File: src/rtl/uart_rx_if.sv
// WFIFO-side port bundle of the UART receiver: write strobe/data, full flag and error pulses.
interface uart_rx_if;
    logic       wfifo_full;
    logic       wfifo_wr_en;
    logic [7:0] wfifo_wr_data;
    logic       rx_overflow;
    logic       rx_frame_err;

    modport master (
        input  wfifo_full,
        output wfifo_wr_en,
        output wfifo_wr_data,
        output rx_overflow,
        output rx_frame_err
    );

    modport slave (
        output wfifo_full,
        input  wfifo_wr_en,
        input  wfifo_wr_data,
        input  rx_overflow,
        input  rx_frame_err
    );
endinterface

File: src/rtl/uart_rx.sv
// 8N1 UART receiver feeding the SDRAM write FIFO; stop-bit checking with BREAK_WAIT
// recovery is enabled by defining UART_RX_FRAME_CHK_EN.
module uart_rx #(
    parameter int BAUD_END = 5207,
    parameter int BAUD_M   = BAUD_END / 2 - 1
) (
    input  logic sclk,
    input  logic s_rst_n,
    input  logic rs232_rx,
    uart_rx_if.master wf
);
    localparam logic [12:0] BAUD_END_C = 13'(BAUD_END);
    localparam logic [12:0] BAUD_M_C   = 13'(BAUD_M);

`ifdef UART_RX_FRAME_CHK_EN
    typedef enum logic [2:0] {IDLE, START, DATA, STOP, BREAK_WAIT} state_t;
`else
    typedef enum logic [2:0] {IDLE, START, DATA, STOP} state_t;
`endif

    state_t      state_q, state_d;
    logic        rx_r1_q, rx_r2_q, rx_r3_q;
    logic [12:0] baud_cnt_q, baud_cnt_d;
    logic [2:0]  bit_cnt_q, bit_cnt_d;
    logic [7:0]  shift_q, shift_d;
    logic        wr_en_q, wr_en_d;
    logic [7:0]  wr_data_q, wr_data_d;
    logic        ovf_q, ovf_d;
    logic        fall_edge, baud_mid, baud_end, write_go;
`ifdef UART_RX_FRAME_CHK_EN
    logic        ferr_q, ferr_d;
`endif

    assign fall_edge = rx_r3_q & ~rx_r2_q;
    assign baud_mid  = (baud_cnt_q == BAUD_M_C);
    assign baud_end  = (baud_cnt_q == BAUD_END_C);

    always_comb begin
        state_d    = state_q;
        baud_cnt_d = baud_end ? 13'd0 : baud_cnt_q + 13'd1;
        bit_cnt_d  = bit_cnt_q;
        shift_d    = shift_q;
        wr_en_d    = 1'b0;
        wr_data_d  = wr_data_q;
        ovf_d      = 1'b0;
        write_go   = 1'b0;
`ifdef UART_RX_FRAME_CHK_EN
        ferr_d     = 1'b0;
`endif
        case (state_q)
            IDLE: begin
                baud_cnt_d = 13'd0;
                bit_cnt_d  = 3'd0;
                if (fall_edge) state_d = START;
            end
            START: begin
                // A start bit that is high again at mid-bit was only a glitch.
                if (baud_mid && rx_r2_q) begin
                    state_d = IDLE;
                end else if (baud_end) begin
                    state_d   = DATA;
                    bit_cnt_d = 3'd0;
                end
            end
            DATA: begin
                if (baud_mid) shift_d[bit_cnt_q] = rx_r2_q;
                if (baud_end) begin
                    bit_cnt_d = bit_cnt_q + 3'd1;
                    if (bit_cnt_q == 3'd7) state_d = STOP;
                end
            end
            STOP: begin
                // Leave at mid-stop so a start bit right after the stop bit is not missed.
                if (baud_mid) begin
`ifdef UART_RX_FRAME_CHK_EN
                    if (!rx_r2_q) begin
                        ferr_d  = 1'b1;
                        state_d = BREAK_WAIT;
                    end else begin
                        write_go = 1'b1;
                        state_d  = IDLE;
                    end
`else
                    write_go = 1'b1;
                    state_d  = IDLE;
`endif
                end
            end
`ifdef UART_RX_FRAME_CHK_EN
            BREAK_WAIT: begin
                if (!rx_r2_q)      baud_cnt_d = 13'd0;
                else if (baud_end) state_d    = IDLE;
            end
`endif
            default: state_d = IDLE;
        endcase

        if (write_go) begin
            if (wf.wfifo_full) begin
                ovf_d = 1'b1;
            end else begin
                wr_en_d   = 1'b1;
                wr_data_d = shift_d;
            end
        end

        if (state_d != state_q) baud_cnt_d = 13'd0;
    end

    always_ff @(posedge sclk or negedge s_rst_n) begin
        if (!s_rst_n) begin
            rx_r1_q    <= 1'b1;
            rx_r2_q    <= 1'b1;
            rx_r3_q    <= 1'b1;
            state_q    <= IDLE;
            baud_cnt_q <= 13'd0;
            bit_cnt_q  <= 3'd0;
            shift_q    <= 8'd0;
            wr_en_q    <= 1'b0;
            wr_data_q  <= 8'd0;
            ovf_q      <= 1'b0;
        end else begin
            rx_r1_q    <= rs232_rx;
            rx_r2_q    <= rx_r1_q;
            rx_r3_q    <= rx_r2_q;
            state_q    <= state_d;
            baud_cnt_q <= baud_cnt_d;
            bit_cnt_q  <= bit_cnt_d;
            shift_q    <= shift_d;
            wr_en_q    <= wr_en_d;
            wr_data_q  <= wr_data_d;
            ovf_q      <= ovf_d;
        end
    end

`ifdef UART_RX_FRAME_CHK_EN
    always_ff @(posedge sclk or negedge s_rst_n) begin
        if (!s_rst_n) ferr_q <= 1'b0;
        else          ferr_q <= ferr_d;
    end
    assign wf.rx_frame_err = ferr_q;
`else
    assign wf.rx_frame_err = 1'b0;
`endif

    assign wf.wfifo_wr_en   = wr_en_q;
    assign wf.wfifo_wr_data = wr_data_q;
    assign wf.rx_overflow   = ovf_q;
endmodule

File: src/flat_wrapper.sv
// flat-port wrapper written by rule: the top's interface ports become plain ports
module uart_rx_flat 
#(
    parameter int BAUD_END = 5207,
    parameter int BAUD_M   = BAUD_END / 2 - 1
)
  (sclk, s_rst_n, rs232_rx, wf_wfifo_full, wf_wfifo_wr_en, wf_wfifo_wr_data, wf_rx_overflow, wf_rx_frame_err);
  uart_rx_if wf_i ();
  input  logic sclk;
  input  logic s_rst_n;
  input  logic rs232_rx;
  input wire logic [$bits(wf_i.wfifo_full)-1:0] wf_wfifo_full;
  output wire logic [$bits(wf_i.wfifo_wr_en)-1:0] wf_wfifo_wr_en;
  output wire logic [$bits(wf_i.wfifo_wr_data)-1:0] wf_wfifo_wr_data;
  output wire logic [$bits(wf_i.rx_overflow)-1:0] wf_rx_overflow;
  output wire logic [$bits(wf_i.rx_frame_err)-1:0] wf_rx_frame_err;
  assign wf_i.wfifo_full = wf_wfifo_full;
  assign wf_wfifo_wr_en = wf_i.wfifo_wr_en;
  assign wf_wfifo_wr_data = wf_i.wfifo_wr_data;
  assign wf_rx_overflow = wf_i.rx_overflow;
  assign wf_rx_frame_err = wf_i.rx_frame_err;
  uart_rx #(.BAUD_END(BAUD_END), .BAUD_M(BAUD_M)) u_core (.sclk(sclk), .s_rst_n(s_rst_n), .rs232_rx(rs232_rx), .wf(wf_i));
endmodule
File: config.mk
export PLATFORM = sky130hd
export DESIGN_NAME = uart_rx_flat
export DESIGN_NICKNAME = d
export VERILOG_FILES = /design/src/rtl/uart_rx_if.sv /design/src/rtl/uart_rx.sv /design/src/flat_wrapper.sv
export SDC_FILE = /design/constraint.sdc
export NUM_CORES = 1
export LEC_CHECK = 0
export CAP_MARGIN = 20
export CORE_AREA = 3 3 65 67
export DETAILED_ROUTE_END_ITERATION = 8
export DIE_AREA = 0 0 68 70
export GPL_TIMING_DRIVEN = 1
export PLACE_DENSITY = 0.72
export SETUP_SLACK_MARGIN = 0.5
export SKIP_LAST_GASP = 1
export SYNTH_ARGS = -nofsm -noshare
export SYNTH_HDL_FRONTEND = slang
export SYNTH_SLANG_ARGS = --single-unit
File: constraint.sdc
create_clock -name sclk -period 2.32 [get_ports sclk]
set_clock_uncertainty 0.2 [all_clocks]
set_input_delay 0.348 -clock sclk [delete_from_list [all_inputs] [get_ports sclk]]
set_output_delay 0.348 -clock sclk [all_outputs]
set_load 0.1 [all_outputs]
Word-level counts from Yosys, hierarchy flattened. Cells that the tools add are included.

Memory bits (read-only): 0. Logic and storage cells: 58. Memories: 0. Register bits: 40. Bits in writable memories: 0. Bits in latches: 0. Bits of input ports: 4.

Divide/modulo/power cells: 0. $mul: 0. Muxes and demuxes: 25. Reductions and logical operators: 6. Add/subtract/negate cells: 2. Shift-type cells: 0. Bitwise operators: 3. Equal/unequal tests: 10. Order comparisons: 2.

Operator list (number): $mux 13 (3); $mux 3 (9); $mux 8 (2); $add 13x1->13 const B (1); $eq 13x12->1 const B (1); $eq 13x13->1 const B (1); $pmux 3 s4 (1); $pmux 3 s3 (1); $bwmux 8 (1); $mux 1 (7); $eq 3x2->1 const B (2); $lt 3x4->1 const B (1); $ne 2x1->1 const B (2); $reduce_and 4->1 (1); $add 3x1->3 const B (1); $demux 1 s3 (1); $eq 3x1->1 const B (1); $eq 3x3->1 const B (1); $ge 3x1->1 const B (1); $logic_not 3->1 (1); $ne 3x3->1 (1); $reduce_bool 3->1 (1); $logic_and 1x1->1 (2); $ne 2x2->1 const B (1); other kinds (3) (4).

Longest topological paths before layout.
Depth after elaboration: 7. Gate-level depth with buffers: 6.

Worst setup path before layout. OpenSTA, ideal clock, no wires.

Path kind: reg-to-reg. Start point: register u_core.baud_cnt_q[0]. End point: register u_core.wr_data_q[0] (netlist: u_core.wf.wfifo_wr_data[0]). Clock period less this slack: 2.204 ns. Setup slack: 0.116 ns. Cell stages (with the launch flop): 7. Arrival: 1.879 ns. Path through: dfrtp_1 -> inv_1 -> ha_1 -> nor4b_2 -> nand4_2 -> nor4_4 -> mux2_2.

Word-level cells in the longest chain between the ends: 4. Elaborated cells between the ends (all ways): 6. Those cells by class: 1 x eq/ne; 4 x mux; 1 x reduce/logical.

RTL lines: start: declaration (RTL line uart_rx.sv:23) `logic [12:0] baud_cnt_q, baud_cnt_d;`; start signal: assignment (RTL line uart_rx.sv:127) `baud_cnt_q <= baud_cnt_d;`; $eq 13x12->1 (*) (RTL line uart_rx.sv:35) `assign baud_mid = (baud_cnt_q == BAUD_M_C);`; $mux 1 (RTL line uart_rx.sv:74) `if (baud_mid) begin`; $mux 1 (RTL line uart_rx.sv:50) `case (state_q)`; $reduce_and 2->1 (no source line); end signal: assignment (RTL line uart_rx.sv:131) `wr_data_q <= wr_data_d;`; end: declaration (RTL line uart_rx.sv:27) `logic [7:0] wr_data_q, wr_data_d;`.

Mark *: on every way between the ends. The rest lies on a longest branch, timed or not. A chain may end at the register's enable or synchronous reset.

Worst setup path after layout.
Start point: register u_core.state_q[0]. End point: register u_core.shift_q[4].

Word-level cells in the longest chain between the ends: 2.

RTL lines: start: declaration (RTL line uart_rx.sv:21) `state_t state_q, state_d;`; start signal: assignment (RTL line uart_rx.sv:126) `state_q <= state_d;`; $eq 3x2->1 (RTL line uart_rx.sv:50); $mux 8 (RTL line uart_rx.sv:50); via u_core.shift_d[4] (RTL line uart_rx.sv:25) `logic [7:0] shift_q, shift_d;`; end signal: assignment (RTL line uart_rx.sv:129) `shift_q <= shift_d;`; end: declaration (RTL line uart_rx.sv:25).

The timed path passes the listed nets, and every way through them passes these cells.

==> impl_metrics.ini <==
[status]
outcome = complete, no violations

[grt]
grt_pass1_wl_um = 6810
overflow = 0
antenna_found_initial = 0
grt_start_max_net_pins = 41
track_usage_pct = 18.6
grt_pass1_vias = 1429

[floorplan]
die_y_um = 70
ios = 15
start_util_pct = 50.8
coreArea_um2 = 3690
die_x_um = 68
rows = 22
die-area_um2 = 4760

[routing]
wire_per_inst_um = 17.0
drt-initial-drc-count = 211
num_vias = 1420
drtAntennaViolNets = 0
vias_per_cell = 5.77
firstDrtPassIters = 4
drc_errors = 0
wl_um = 4180

[cells_and_area]
instances_no_fill = 246
num_antenna_cells = 0
fillers = 269
layout_commonest_cell = dfrtp_1
final_nets = 205
syn_to_final_growth_pct = 29.7
drive_above_1_share_pct = 39.9
final_cell_mix = dfrtp_1, nor2_1, buf_4, mux2_4, nand4_1

[logic_synthesis]
synthCells = 162
synth_cell_types = 35
synth_flop_cell = dfrtp_1
synth-seq-cells = 40
avgSynthCellArea_um2 = 11.6
synth_area_leaders = dfrtp_1, mux2_2, nor2_1
ys_warn_count = 0
async_flop_share_pct = 100
synth_top_area_cell = dfrtp_1
netlist_area_um2 = 1870
ys_seq_area_share_pct = 53.6
yosys.area.top_type_share_pct = 49.4
synth_edf_count = 0

[setup_path]
start_kind = flop
critPathMaxFanout = 10
r2r_slack_ps = 210
cp_data_required_time_ps = 2300
worstPathArrival_ps = 2090
end_kind = flop
crit_start = u_core.state_q[0]
path_class = reg2reg
r2r-start = u_core.state_q[0]

[power_and_ir_drop]
p_int_uw = 995
irDropWorstVdd_v = 0.000422
power_density_nw_per_um2 = 520
power.static_leakage_uw = 0.00104
power.share.clock_pct = 38.8
power_frac_seq_pct = 56.8
power_switching_uw = 268
p_sw_share_pct = 21.2
comb_power_share_pct = 4.4
power_uw = 1260

[worst_hold_path]
min_from = u_core.rx_r1_q
hp-class = reg2reg

[clocking]
cts_tree = yes
clk_path_buf_depth = 2
clk_pin_slew_worst_paths_ps = 70
htreeDepth = 2
root_buffer = clkbuf_8
numCtsBuffers = 5
cts_num_sinks = 40
worstSkewPairLatency_ps = 290

[sta]
setup_violations = 0
period_share_pct = 91.1
slew_viol_final = 0
hold-worst-slack_ps = 157
finalHoldViolations = 0
rsz0062_at_grt = true
fin_setup_tns_ps = 0
post-route-min-period_ps = 2110
fmax_ghz = 0.473
tightestPinTransition_ps = 846
maxSlewHeadroom_pct = 43.6

[placed_design]
dp_hpwl_um = 2470
dp.cells = 220
place.gp.congestion = 0.898
io_buffers = 13

[flow_run]
maxCapViolations = 0
-- Yosys cell counts (3+ instances only) --
cell,instances
dfrtp_1,37
nor2_1,26
mux2_2,17
nand4_1,9
xnor2_1,8
nand3_1,7
nand2_1,6
nor3_1,6
ha_1,4
and4bb_2,3
clkbuf_1,3
dfstp_2,3
inv_1,3
nor4bb_1,3
xor2_1,3
-- power groups by stage --
stage	registers (uW)	clock network, uW	logic (uW)
floorplan	720	0	31.1
global placement	729	0	42.3
detailed placement	730	0	43.8
CTS	716	504	52.0
global route	719	530	61.5
finish	718	490	55.5
-- worst paths after layout --
check,end,depth (start not counted)
max,u_core.shift_q[4],4
max reg2reg,u_core.shift_q[4],4
min,u_core.rx_r2_q,0
min in group asynchronous,u_core.baud_cnt_q[2],2
min reg2reg,u_core.rx_r2_q,0
max in group asynchronous,u_core.baud_cnt_q[4],2
-- critical path: stages (launching register included) --
cell and delay (ps):
dfrtp_1 520, nor4bb_1 440, nand4_1 290, nor3_2 190, mux2_2 350
-- state kept, by name, summed over array words and instances (netlist names) --
name / cells
u_core.bit_cnt_q: 3
u_core.rx_r3_q: 1
u_core.baud_cnt_q: 13
u_core.wf.wfifo_wr_en: 1
u_core.wf.rx_overflow: 1
u_core.shift_q: 8
u_core.wf.wfifo_wr_data: 8
u_core.rx_r1_q: 1
u_core.state_q: 3
u_core.rx_r2_q: 1
-- per-stage QoR --
stage,setup slack (ps),utilization [%],instance area [um2]
2_1_floorplan,223,-,1910
3_3_place_gp,240,55.8,2060
3_5_place_dp,219,55.8,2060
4_1_cts,252,64.2,2370
5_1_grt,58.1,65.9,2430
6_report,206,65.9,2430
-- layout make-up --
type / count / area, um2 / area share, %
Clock buffer: 8 / 100 / 4.12
Inverter: 3 / 11.3 / 0.463
Multi-Input combinational cell: 114 / 981 / 40.4
Sequential cell: 40 / 1010 / 41.6
Tap cell: 48 / 60.1 / 2.47
Timing Repair Buffer: 33 / 268 / 11.0
-- routing by layer --
metal / share of wire (%) / global-route usage, %
met4: 2.5 / 8.83
met3: 5.7 / 4.18
met2: 49 / 29.0
met5: 0 / 0
met1: 43 / 24.1
-- timing repair --
action | in CTS | in global routing
pin swaps | 8 | 6
gates resized for setup | 21 | 11
setup endpoints to repair | 32 | 35
hold buffers | 1 | 0
buffers inserted | 15 | 2
endpoints found under the hold margin | 24 | 0
cloned | 0 | 0
-- logic make-up after synthesis --
family	after synthesis	synth area share [%]
compound gates	9	3.87
xor+xnor	11	5.14
fa+ha+maj	4	2.67
buf+inv	9	2.14
flops	40	53.6
mux	17	10.2
other cells	1	0.200
simple gates	71	22.1
Power figures use the tool's default switching activity.
==> edit, RTL diff (config.mk and constraints unchanged) <==
`BAUD_END` is set to 5207 in 2 places; all go to 2603.
--- a/src/rtl/uart_rx.sv
+++ b/src/rtl/uart_rx.sv
@@ -2,5 +2,5 @@
 // recovery is enabled by defining UART_RX_FRAME_CHK_EN.
 module uart_rx #(
-    parameter int BAUD_END = 5207,
+    parameter int BAUD_END = 2603,
     parameter int BAUD_M   = BAUD_END / 2 - 1
 ) (
--- a/src/flat_wrapper.sv
+++ b/src/flat_wrapper.sv
@@ -2,5 +2,5 @@
 module uart_rx_flat 
 #(
-    parameter int BAUD_END = 5207,
+    parameter int BAUD_END = 2603,
     parameter int BAUD_M   = BAUD_END / 2 - 1
 )
Function: no difference found for any inputs over 10 cycles, from zero or initial values and one cycle with s_rst_n low; that may be too few to reach the edited logic, so the function may still have changed.
==> edit against the original RTL <==
- power is 6.5% higher
- synthesized area is 5.0% higher
- sequential share of layout area fell by 2.5 points
- wire length is 11% higher
- synthesized cell count is 15% higher
- final area up 6.3%
- highest routed layer unchanged
- setup slack lost 0.024 ns
- critical path depth increased by 3
- largest cell class is now multi-input gates
- sequential power is essentially flat
- sequential cell count is the same
- largest power group unchanged
==> edit: results (changes against the original RTL) <==
maximum vdd drop 0.000290 V (was 0.000422 V); vias in the first global route 1,567 (was 1,429); Slew Limit Headroom 42.3% (was 43.6%); routability cong. 0.796 (was 0.898); drt initial violations 184 (was 211); Crit-path slowest cell or4_4 (was dfrtp_1); top cells by count, synth dfrtp_1, nor2_1, inv_1 (was dfrtp_1, nor2_1, mux2_2); Leakage 1.10 nW (was 1.04 nW); met1 Usage GRT 27.5% (was 24.1%); clock buffer depth 2 (unchanged); layout cells sized above 1 37.4% (was 39.9%); dpl ws 0.147 ns (was 0.219 ns); initial antenna violation count 0 (unchanged); status finished, final reports clean (unchanged); sequential share of the synthesized area 51.1% (was 53.6%); WP data arrival 2.12 ns (was 2.09 ns); WL met2 2360 µm (was 2040 µm); vias per cell 5.91 (was 5.77); 1st-pass router iterations 5 (was 4); final net count 229 (was 205); routing usage on met3 5.63% (was 4.18%); reg2reg setup slack 0.18 ns (was 0.21 ns); top post-synthesis cells by area dfrtp_1, mux2_4, dfstp_2, nor2_1, xnor2_1 (was dfrtp_1, mux2_2, nor2_1, dfstp_2, xnor2_1); Detail Route met3 WL 288 µm (was 238 µm); first-pass GRT wire length 7450 µm (was 6810 µm); crit path max fanout 9 (was 10); drt wl/cell 17.2 µm (was 17.0 µm); Synth async-reset ratio 100% (unchanged); met2 usage in global routing 31.4% (was 29.0%); critical path's largest stage delay 0.50 ns (was 0.52 ns); M1 WL 1940 µm (was 1790 µm); fmax 0.468 GHz (was 0.473 GHz); total track usage 20.0% (was 18.6%); Yosys cell types 39 (was 35); Post-DP HPWL 2720 µm (was 2470 µm)
-- edit: changes by cell type after synthesis, moves of 3 or more --
| cell | unedited run | this run |
|---|---|---|
| a21oi_1 | 1 | 4 |
| and4bb_2 | 3 | 0 |
| inv_1 | 3 | 12 |
| mux2_2 | 17 | 2 |
| mux2_4 | 0 | 8 |
| nand2_1 | 6 | 9 |
| nand3_1 | 7 | 10 |
| nor2_1 | 26 | 21 |
| nor4bb_1 | 3 | 0 |
| o21ai_0 | 0 | 8 |
| o31ai_1 | 0 | 6 |
-- edit: power by group --
part | internal [mW] | switching (mW)
sequential | 0.704 | 0.0120
combinational | 0.0214 | 0.0439
clock | 0.318 | 0.246
-- edit: path summary, 6_finish.rpt --
kind | startpoint | endpoint | cells past startpoint
worst max-delay path | u_core.baud_cnt_q[0] | u_core.wf.wfifo_wr_data[7] | 7
worst min-delay path | u_core.rx_r1_q | u_core.rx_r2_q | 0
worst max register to register | u_core.baud_cnt_q[0] | u_core.wf.wfifo_wr_data[7] | 7
worst min register to register | u_core.rx_r1_q | u_core.rx_r2_q | 0
max in group asynchronous | s_rst_n | u_core.bit_cnt_q[1] | 2
min in group asynchronous | s_rst_n | u_core.baud_cnt_q[12] | 2
-- edit: area by class of cell --
| type | instances | area, µm² |
|---|---|---|
| Fill cell | 249 | 1110 |
| Multi-Input combinational cell | 126 | 1050 |
| Tap cell | 48 | 60.1 |
| Sequential cell | 40 | 1010 |
| Clock buffer | 5 | 68.8 |
| Timing Repair Buffer | 36 | 305 |
| Clock inverter | 3 | 42.5 |
| Inverter | 12 | 45.0 |
-- edit: through the flow --
stage	util, %	cells	power (mW)	instance area [µm²]	hold WS, ns
6_report	70.0	270	1.35	2580	0.160
5_1_grt	70.0	270	1.40	2580	0.167
4_1_cts	67.8	268	1.35	2500	0.163
3_5_place_dp	57.8	245	0.773	2130	0.147
3_3_place_gp	57.8	245	0.771	2130	0.147
2_1_floorplan	-	187	0.751	1980	-0.148
-- edit: critical path: cells and delay by family (launching register included) --
| kind | cells | cell delay, ns |
|---|---|---|
| fa+ha+maj | 1 | 0.14 |
| mux | 1 | 0.30 |
| buf+inv | 2 | 0.24 |
| simple gates | 3 | 0.75 |
| flops | 1 | 0.40 |
-- edit: kinds of logic (layout without fill, tap and decap cells) --
kind of cell	after synthesis	after routing	share of synthesized area, %
xor+xnor	11	11	4.90
compound gates	28	28	9.42
flops	40	40	51.1
simple gates	71	71	19.8
other cells	1	2	0.191
mux	10	10	7.25
buf+inv	21	56	4.83
fa+ha+maj	4	4	2.54
-- edit: repair_timing --
item / CTS / global route
pin swaps: 7 / 3
gates resized for setup: 32 / 20
cloned: 2 / 0
buffers inserted: 12 / 2
hold buffers: 1 / 0
endpoints found under the setup margin: 29 / 36
endpoints found under the hold margin: 37 / 0
